File: src/rtl/dark_uart_if.sv
// Bus-side port group of the UART: qualified strobes, byte enables, data and interrupt.
interface dark_uart_if;
    logic        RD;
    logic        WR;
    logic [3:0]  BE;
    logic [31:0] DATAI;
    logic [31:0] DATAO;
    logic        IRQ;

    modport master (output RD, WR, BE, DATAI, input DATAO, IRQ);
    modport slave  (input RD, WR, BE, DATAI, output DATAO, IRQ);
endinterface

File: src/rtl/dark_uart.sv
// 8N1 UART peripheral: one TX shifter, one RX deserialiser with a one-byte holding
// register, and a programmable bit-period divisor, all mapped into a single bus word.
module dark_uart #(
    parameter logic [15:0] BAUD = 16'd434
) (
    input  logic        clk,
    input  logic        rst_n,
    dark_uart_if.slave  bus,
    input  logic        RXD,
    output logic        TXD,
    output logic        FINISH_REQ,
    output logic [3:0]  DEBUG
);
    typedef enum logic [1:0] {TX_IDLE, TX_START, TX_DATA, TX_STOP} tx_state_t;
    typedef enum logic [1:0] {RX_IDLE, RX_START, RX_DATA, RX_STOP} rx_state_t;

    tx_state_t   r_tx_state, w_tx_state_next;
    rx_state_t   r_rx_state, w_rx_state_next;

    logic [15:0] r_div;
    logic [15:0] r_tx_cnt, r_tx_per;
    logic [7:0]  r_tx_shift;
    logic [2:0]  r_tx_bit;
    logic        r_txd, r_finish;
    logic        r_rx_meta, r_rx_sync;
    logic [15:0] r_rx_cnt;
    logic [7:0]  r_rx_shift, r_rx_data;
    logic [2:0]  r_rx_bit;
    logic        r_rx_valid, r_ferr, r_ovr;

    logic [15:0] w_period, w_half;
    logic        w_tx_busy, w_tx_start, w_tx_tick;
    logic        w_rx_half_tick, w_rx_tick, w_rx_done, w_rd_clr;
    logic        w_unused;

    assign w_period   = (r_div == 16'd0) ? 16'd1 : r_div;
    assign w_half     = (w_period[15:1] == 15'd0) ? 16'd1 : {1'b0, w_period[15:1]};
    assign w_tx_busy  = (r_tx_state != TX_IDLE);
    assign w_tx_start = bus.WR && bus.BE[1] && !w_tx_busy;
    // Each TX bit runs on the period latched at its start, so DIV writes land on bit boundaries.
    assign w_tx_tick  = (r_tx_cnt == r_tx_per - 16'd1);
    assign w_rx_half_tick = (r_rx_cnt >= w_half - 16'd1);
    assign w_rx_tick  = (r_rx_cnt >= w_period - 16'd1);
    assign w_rx_done  = (r_rx_state == RX_STOP) && w_rx_tick;
    assign w_rd_clr   = bus.RD && bus.BE[1];
    assign w_unused   = ^{bus.BE[0], bus.DATAI[7:0]};

    assign bus.DATAO  = {r_div, r_rx_data, 4'b0000, r_ovr, r_ferr, r_rx_valid, w_tx_busy};
    assign bus.IRQ    = r_rx_valid;
    assign TXD        = r_txd;
    assign FINISH_REQ = r_finish;
    assign DEBUG      = {r_rx_sync, r_txd, w_tx_busy, r_rx_valid};

    always_ff @(posedge clk or negedge rst_n) begin
        if (!rst_n) begin
            r_tx_state <= TX_IDLE;
            r_rx_state <= RX_IDLE;
        end else begin
            r_tx_state <= w_tx_state_next;
            r_rx_state <= w_rx_state_next;
        end
    end

    always_comb begin
        w_tx_state_next = r_tx_state;
        case (r_tx_state)
            TX_IDLE:  if (w_tx_start) w_tx_state_next = TX_START;
            TX_START: if (w_tx_tick) w_tx_state_next = TX_DATA;
            TX_DATA:  if (w_tx_tick && r_tx_bit == 3'd7) w_tx_state_next = TX_STOP;
            TX_STOP:  if (w_tx_tick) w_tx_state_next = TX_IDLE;
            default:  w_tx_state_next = TX_IDLE;
        endcase
    end

    always_comb begin
        w_rx_state_next = r_rx_state;
        case (r_rx_state)
            RX_IDLE:  if (!r_rx_sync) w_rx_state_next = RX_START;
            RX_START: if (w_rx_half_tick) w_rx_state_next = r_rx_sync ? RX_IDLE : RX_DATA;
            RX_DATA:  if (w_rx_tick && r_rx_bit == 3'd7) w_rx_state_next = RX_STOP;
            RX_STOP:  if (w_rx_tick) w_rx_state_next = RX_IDLE;
            default:  w_rx_state_next = RX_IDLE;
        endcase
    end

    always_ff @(posedge clk or negedge rst_n) begin
        if (!rst_n) begin
            r_div <= BAUD;
        end else begin
            if (bus.WR && bus.BE[2]) r_div[7:0]  <= bus.DATAI[23:16];
            if (bus.WR && bus.BE[3]) r_div[15:8] <= bus.DATAI[31:24];
        end
    end

    always_ff @(posedge clk or negedge rst_n) begin
        if (!rst_n) begin
            r_txd      <= 1'b1;
            r_finish   <= 1'b0;
            r_tx_cnt   <= 16'd0;
            r_tx_per   <= 16'd1;
            r_tx_shift <= 8'd0;
            r_tx_bit   <= 3'd0;
        end else begin
            r_finish <= w_tx_start && (bus.DATAI[15:8] == 8'h04);
            if (w_tx_start) begin
                r_txd      <= 1'b0;
                r_tx_shift <= bus.DATAI[15:8];
                r_tx_cnt   <= 16'd0;
                r_tx_per   <= w_period;
                r_tx_bit   <= 3'd0;
            end else if (w_tx_busy) begin
                if (w_tx_tick) begin
                    r_tx_cnt <= 16'd0;
                    r_tx_per <= w_period;
                    case (r_tx_state)
                        TX_START: begin
                            r_txd      <= r_tx_shift[0];
                            r_tx_shift <= {1'b0, r_tx_shift[7:1]};
                        end
                        TX_DATA: begin
                            r_txd      <= (r_tx_bit == 3'd7) ? 1'b1 : r_tx_shift[0];
                            r_tx_shift <= {1'b0, r_tx_shift[7:1]};
                            r_tx_bit   <= r_tx_bit + 3'd1;
                        end
                        default: r_txd <= 1'b1;
                    endcase
                end else begin
                    r_tx_cnt <= r_tx_cnt + 16'd1;
                end
            end
        end
    end

    always_ff @(posedge clk or negedge rst_n) begin
        if (!rst_n) begin
            r_rx_meta  <= 1'b1;
            r_rx_sync  <= 1'b1;
            r_rx_cnt   <= 16'd0;
            r_rx_shift <= 8'd0;
            r_rx_bit   <= 3'd0;
            r_rx_data  <= 8'd0;
            r_rx_valid <= 1'b0;
            r_ferr     <= 1'b0;
            r_ovr      <= 1'b0;
        end else begin
            r_rx_meta <= RXD;
            r_rx_sync <= r_rx_meta;
            case (r_rx_state)
                RX_IDLE: begin
                    r_rx_cnt <= 16'd0;
                    r_rx_bit <= 3'd0;
                end
                RX_START: r_rx_cnt <= w_rx_half_tick ? 16'd0 : r_rx_cnt + 16'd1;
                RX_DATA: begin
                    if (w_rx_tick) begin
                        r_rx_cnt   <= 16'd0;
                        r_rx_shift <= {r_rx_sync, r_rx_shift[7:1]};
                        r_rx_bit   <= r_rx_bit + 3'd1;
                    end else begin
                        r_rx_cnt <= r_rx_cnt + 16'd1;
                    end
                end
                default: r_rx_cnt <= r_rx_cnt + 16'd1;
            endcase
            // A completing byte beats a clearing read in the same cycle.
            if (w_rx_done) begin
                r_rx_data  <= r_rx_shift;
                r_rx_valid <= 1'b1;
                r_ferr     <= !r_rx_sync;
                r_ovr      <= r_rx_valid && !w_rd_clr;
            end else if (w_rd_clr) begin
                r_rx_valid <= 1'b0;
                r_ferr     <= 1'b0;
                r_ovr      <= 1'b0;
            end
        end
    end
endmodule

File: src/flat_wrapper.sv
// flat-port wrapper written by rule: the top's interface ports become plain ports
module dark_uart_flat 
#(
    parameter logic [15:0] BAUD = 16'd434
)
  (clk, rst_n, RXD, TXD, FINISH_REQ, DEBUG, bus_RD, bus_WR, bus_BE, bus_DATAI, bus_DATAO, bus_IRQ);
  dark_uart_if bus_i ();
  input  logic clk;
  input  logic rst_n;
  input  logic RXD;
  output logic TXD;
  output logic FINISH_REQ;
  output logic [3:0] DEBUG;
  input wire logic [$bits(bus_i.RD)-1:0] bus_RD;
  input wire logic [$bits(bus_i.WR)-1:0] bus_WR;
  input wire logic [$bits(bus_i.BE)-1:0] bus_BE;
  input wire logic [$bits(bus_i.DATAI)-1:0] bus_DATAI;
  output wire logic [$bits(bus_i.DATAO)-1:0] bus_DATAO;
  output wire logic [$bits(bus_i.IRQ)-1:0] bus_IRQ;
  assign bus_i.RD = bus_RD;
  assign bus_i.WR = bus_WR;
  assign bus_i.BE = bus_BE;
  assign bus_i.DATAI = bus_DATAI;
  assign bus_DATAO = bus_i.DATAO;
  assign bus_IRQ = bus_i.IRQ;
  dark_uart #(.BAUD(BAUD)) u_core (.clk(clk), .rst_n(rst_n), .bus(bus_i), .RXD(RXD), .TXD(TXD), .FINISH_REQ(FINISH_REQ), .DEBUG(DEBUG));
endmodule
File: config.mk
export PLATFORM = sky130hd
export DESIGN_NAME = dark_uart_flat
export DESIGN_NICKNAME = d
export VERILOG_FILES = /design/src/rtl/dark_uart_if.sv /design/src/rtl/dark_uart.sv /design/src/flat_wrapper.sv
export SDC_FILE = /design/constraint.sdc
export NUM_CORES = 1
export LEC_CHECK = 0
export CORE_MARGIN = 2
export CORE_UTILIZATION = 50
export DETAILED_ROUTE_END_ITERATION = 10
export PLACE_DENSITY = 0.74
export SLEW_MARGIN = 20
export SYNTH_ARGS = -nofsm -noshare
export SYNTH_HDL_FRONTEND = slang
export SYNTH_SLANG_ARGS = --single-unit
File: constraint.sdc
create_clock -name clk -period 11.4 [get_ports clk]
set_input_delay 1.71 -clock clk [delete_from_list [all_inputs] [get_ports clk]]
set_output_delay 1.71 -clock clk [all_outputs]
set_load 0.05 [all_outputs]
Word level (Yosys, flattened, before mapping)
Index checks and enable logic that the tools add are counted.

Register bits after elaboration: 105. Bits of input ports: 41. Output and inout bits: 39.

$add $sub $neg: 7. Order comparisons: 2. Eq/ne operators: 19. Mux-type cells: 41. Reductions and logical operators: 32.

Operator list (count): $mux W16 (9); $pmux W16 S3 (1); $sub A16 B1 Y16 const B (3); $add A16 B1 Y16 const B (2); $ge A16 B16 Y1 (2); $mux W8 (4); $mux W2 (9); $eq A16 B16 Y1 (1); $logic_not A16 Y1 (1); $ne A2 B1 Y1 const B (8); $pmux W2 S4 (2); $logic_not A15 Y1 (1); $mux W15 (1); $mux W3 (5); $reduce_bool A2 Y1 (7); $logic_and A1 B1 Y1 (10); $eq A2 B2 Y1 const B (4); $eq A8 B3 Y1 const B (1); $mux W1 (8); $reduce_and A4 Y1 (2); $add A3 B1 Y3 const B (2); $eq A3 B3 Y1 const B (2); $pmux W3 S2 (1); $reduce_and A2 Y1 (3); 7 further kinds (12).

Logic depth before layout (Yosys ltp)
Word-level depth: 8. Mapped depth: 21.

Least setup slack after synthesis
Ideal clock, no wire load.

Path kind: register -> register. Start: register u_core.r_div[3]. End: register u_core.r_rx_shift[0]. Arrival: 4736 ps. Data required time: 11275 ps. Slack: 6539 ps. Cell stages (with the launch flop): 19. Buffers on the path: 1. Cells stage by stage: dfrtp_1 clkbuf_1 nor4_1 nor2b_1 nand2_1 nor4_1 nor2_1 ha_1 nor2b_1 nand2_1 nor3_1 xnor2_1 ha_1 a21o_1 a211o_1 o211ai_1 a21oi_1 o211ai_1 mux2_2.

Longest elaborated chain between the ends: 5.

Ends and longest elaborated chain: start, declared (line dark_uart.sv:20) `logic [15:0] r_div;`; start signal, assigned (line dark_uart.sv:90) `if (bus.WR && bus.BE[2]) r_div[7:0] <= bus.DATAI[23:16];`; $logic_not A16 Y1 (line dark_uart.sv:36) `assign w_period = (r_div == 16'd0) ? 16'd1 : r_div;`; $mux W16 * (line dark_uart.sv:36); $sub A16 B1 Y16 * (line dark_uart.sv:43) `assign w_rx_tick = (r_rx_cnt >= w_period - 16'd1);`; $ge A16 B16 Y1 * (line dark_uart.sv:43); $reduce_and A2 Y1 (no source line) *; end signal, assigned (line dark_uart.sv:157) `r_rx_shift <= {r_rx_sync, r_rx_shift[7:1]};`; end, declared (line dark_uart.sv:27) `logic [7:0] r_rx_shift, r_rx_data;`.

Every way passes the cells marked *; elsewhere a longest branch is shown, timed or not. A chain may end at the register's enable or synchronous reset.

Worst setup path after layout
Start: register u_core.r_div[6]. End: register u_core.r_rx_shift[1].

The elaborated chain is that of the path after synthesis.

==> flow_metrics.py <==
metrics = {
    "setup_path": {
        "worst-r2r-cell-count": 18,
        "timing.critical_path.slowest_cell_delay_ns": 0.68,
        "timing.critical_path.to": "u_core.r_rx_shift[1]",
        "r2r-start": "u_core.r_div[6]",
        "worstSetupStartpointType": "register",
        "critPathLaunch": "u_core.r_div[6]",
        "critical_path.n_buffers_inverters": 1,
        "reg_to_reg_end": "u_core.r_rx_shift[1]",
        "worstSetupPathDepth": 18,
        "crit_path_top_delay_cell": "sky130_fd_sc_hd__o211ai_1",
        "critical-path-top-delay-family": "simple AND/OR/NAND/NOR gates",
        "setup.worst_path.end_class": "register",
        "setup.worst_path.class": "reg -> reg",
        "critical_path_fanouts_max": 9,
        "timing.critical_path.cells": "nor4_1 > nor2b_1 > nand2_1 > nor4_1 > buf_4 > nor2_1 > ha_1 > nor2b_1 > nand2_1 > nor3_1 > xnor2_1 > ha_1 > a21o_1 > a211o_1 > o211ai_1 > a21oi_1 > o211ai_1 > mux2_2",
        "timing.reg2reg.setup_slack_ns": 6.44,
        "critPathRequiredTime_ns": 11.64,
        "cp_data_arrival_time_ns": 5.20,
    },
    "cells_and_area": {
        "mostFrequentLayoutCell": "sky130_fd_sc_hd__dfrtp_1",
        "multi_input_area_um2": 3552,
        "layout_filler_cell_count": 1082,
        "area_delta_synth_final_pct": 15.20,
        "drive_gt1_share_pct": 12.92,
        "antennaDiodeCount": 0,
        "layout.nets": 763,
        "ff_latch_area_um2": 2639,
        "most-common-layout-cells": "96 x sky130_fd_sc_hd__dfrtp_1, 65 x sky130_fd_sc_hd__clkdlybuf4s50_1, 51 x sky130_fd_sc_hd__nand2_1",
    },
    "power_and_ir_drop": {
        "power.leakage_uw": 0.003326,
        "vdd.ir_drop.worst_mv": 0.1212,
        "power_per_cell_area_nw_per_um2": 206.9,
    },
    "sta": {
        "final.setup.tns_ns": 0,
        "timing.final.hold_violations": 0,
        "finalMaxSlewViolations": 0,
        "setup_violations": 0,
        "period_needed_ns": 4.961,
        "grt_setup_unrepaired": "false",
        "timing.max_slew.rel_slack_pct": 42.66,
        "finalClockSkew_ns": 0.007790,
        "final_critical_path_setup_slack_ns": 6.439,
        "post-route-period-util_pct": 43.52,
        "highest_clock_rate_mhz": 201.6,
        "timing_worst_slew_pin_value_ns": 0.8600,
    },
    "synth": {
        "yosysTopAreaCell": "sky130_fd_sc_hd__dfrtp_1",
        "syn_avg_cell_area_um2": 10.25,
        "synth_top_flop_cell": "sky130_fd_sc_hd__dfrtp_1",
        "synthesis.instances": 628,
        "yosysWarningCount": 0,
        "yosysUniqueCellTypes": 60,
        "synth-seq-area-share_pct": 40.98,
        "yosysTopAreaCellShare_pct": 37.31,
        "synth-edff-count": 0,
        "synthArstFlopShare_pct": 100.0,
        "syn_area_um2": 6439,
        "ys_top_cells_by_area": "sky130_fd_sc_hd__dfrtp_1 37%, sky130_fd_sc_hd__ha_1 8.9%, sky130_fd_sc_hd__mux2_2 7.3%",
        "yosys_register_bits": 105,
    },
    "clock_network": {
        "cts_setup_buffers": 0,
        "cts.reportedPaths.clkPinSlew_ns": 0.07,
        "cts-root-buf": "sky130_fd_sc_hd__clkbuf_16",
        "clkSinkCount": 105,
        "tritoncts": "yes",
        "hold_buffers": 0,
        "cts_buffer_depth": 2,
        "clock_insertion_delay_worst_skew_ns": 0.35,
        "cts_htree_levels": 3,
        "cts-buffers-inserted": 9,
        "cts_repair_resize_count": 0,
    },
    "global_routing": {
        "grt_start_max_net_pins": 71,
        "grt_usage_pct": 20.93,
        "first_global_vias": 4898,
        "grt_first_pass_wirelength_mm": 23.58,
        "globalRouteOverflowTotal": 0,
        "antenna_found_initial": 0,
    },
    "placement": {
        "preCtsSetupSlack_ns": 6.176,
        "buffer_ports.inserted": 66,
        "place_hpwl_mm": 10.16,
        "finalWeightedCongestion": 0.8196,
    },
    "detailed_routing": {
        "wire_per_inst_um": 15.99,
        "drtPass1Iterations": 4,
        "route.final.wire_length_mm": 13.64,
        "dr_total_vias": 4733,
        "avgViaCountPerCell": 5.549,
        "postRouteAntennaNets": 0,
        "drtIter0Drc": 404,
        "route.detailed.drc": 0,
    },
    "die": {
        "core_area_um2": 12620,
        "ios": 80,
        "rows": 41,
        "initial_core_utilization_pct": 51.02,
        "floorplan.die.height_um": 117.5,
        "fp.dieArea_um2": 13800,
        "die_width_um": 117.5,
    },
    "worst_hold_path": {
        "holdCritPathClass": "reg -> reg",
    },
    "job": {
        "max-cap-violations": 0,
    },
    "status": {
        "outcome": "finished clean",
    },
}
==> per-stage QoR <==
step	cell area, um2	hold WS, ns	power [uW]	instances	utilization (%)
global route	7417	0.3646	1648	853	58.77
detailed placement	7139	0.3481	1247	837	56.57
CTS	7413	0.3584	1542	853	58.74
floorplan	6450	0.3452	1100	631	-
global placement	7139	0.3457	1211	837	56.57
finish	7417	0.3573	1534	853	58.77
==> final cells by class <==
| cell class | instances | share of cell area (%) |
|---|---|---|
| clock buffer | 11 | 3.138 |
| clock inverter | 5 | 0.5567 |
| inverter | 17 | 0.8603 |
| multi-input combinational | 475 | 47.89 |
| sequential | 105 | 35.58 |
| tap | 172 | 2.901 |
| timing repair buffer | 68 | 9.076 |
==> metal layers <==
layer	track usage, %	routed length [um]
met4	7.154	290
met1	25.78	6019
met5	0	0
met2	36.00	6903
met3	5.136	430
==> registers in the layout (all words and copies together) (netlist names), 2 cells and up, named ones only <==
name	cells
u_core.r_div	16
u_core.r_rx_bit	3
u_core.r_rx_cnt	16
u_core.r_rx_data	8
u_core.r_rx_shift	8
u_core.r_tx_bit	3
u_core.r_tx_cnt	16
u_core.r_tx_per	16
u_core.r_tx_shift	8
u_core.r_tx_state	2
==> kinds of logic (layout without fill, tap and decap cells) <==
logic type | count (synthesis) | after routing | share of synthesized area [%]
AND/OR/NAND/NOR | 202 | 202 | 16.17
adder cells (fa/ha/maj) | 46 | 46 | 8.939
XOR/XNOR | 58 | 58 | 7.890
other | 2 | 5 | 0.1166
buffers and inverters | 51 | 101 | 4.081
multiplexers | 60 | 60 | 10.77
flip-flops | 105 | 105 | 40.98
AO/OA/AOI/OAI | 104 | 104 | 11.06
==> Yosys cell counts (12+ instances only) <==
library cell and number:
sky130_fd_sc_hd__a31oi_1 15, sky130_fd_sc_hd__and3_1 15, sky130_fd_sc_hd__xor2_1 29, sky130_fd_sc_hd__clkbuf_1 15, sky130_fd_sc_hd__mux2_2 42, sky130_fd_sc_hd__nor3_1 13, sky130_fd_sc_hd__ha_1 46, sky130_fd_sc_hd__nand2_1 51
sky130_fd_sc_hd__dfrtp_1 96, sky130_fd_sc_hd__xnor2_1 29, sky130_fd_sc_hd__nand3_1 25, sky130_fd_sc_hd__nor2_1 43, sky130_fd_sc_hd__buf_4 12, sky130_fd_sc_hd__a21oi_1 24, sky130_fd_sc_hd__nand2b_1 14, sky130_fd_sc_hd__inv_1 17
==> worst register-to-register path, delay by kind of cell, from the launching register on <==
kind,cells,cell delay [ns]
flops,1,0.47
simple gates,8,1.69
xor+xnor,1,0.16
compound gates,5,1.37
fa+ha+maj,2,0.55
buf+inv,1,0.19
mux,1,0.42
==> how the worst min path moves through the flow <==
stage / from / to / slack (ns) / depth (start not counted)
6_report: u_core.r_rx_meta / u_core.r_rx_sync / 0.36 / 0
5_1_grt: u_core.r_rx_meta / u_core.r_rx_sync / 0.36 / 0
4_1_cts: u_core.r_rx_meta / u_core.r_rx_sync / 0.36 / 0
3_5_place_dp: u_core.r_rx_meta / u_core.r_rx_sync / 0.35 / 0
3_3_place_gp: u_core.r_rx_meta / u_core.r_rx_sync / 0.35 / 0
2_1_floorplan: u_core.r_rx_meta / u_core.r_rx_sync / 0.35 / 0
==> where the power goes <==
| part | internal (uW) | switching [uW] | total (uW) |
|---|---|---|---|
| Clock | 150 | 140 | 290 |
| Sequential | 473 | 142 | 615 |
| Combinational | 296 | 334 | 630 |
| Total | 919 | 615 | 1530 |
Note: power is estimated with default switching activity, not from simulation.
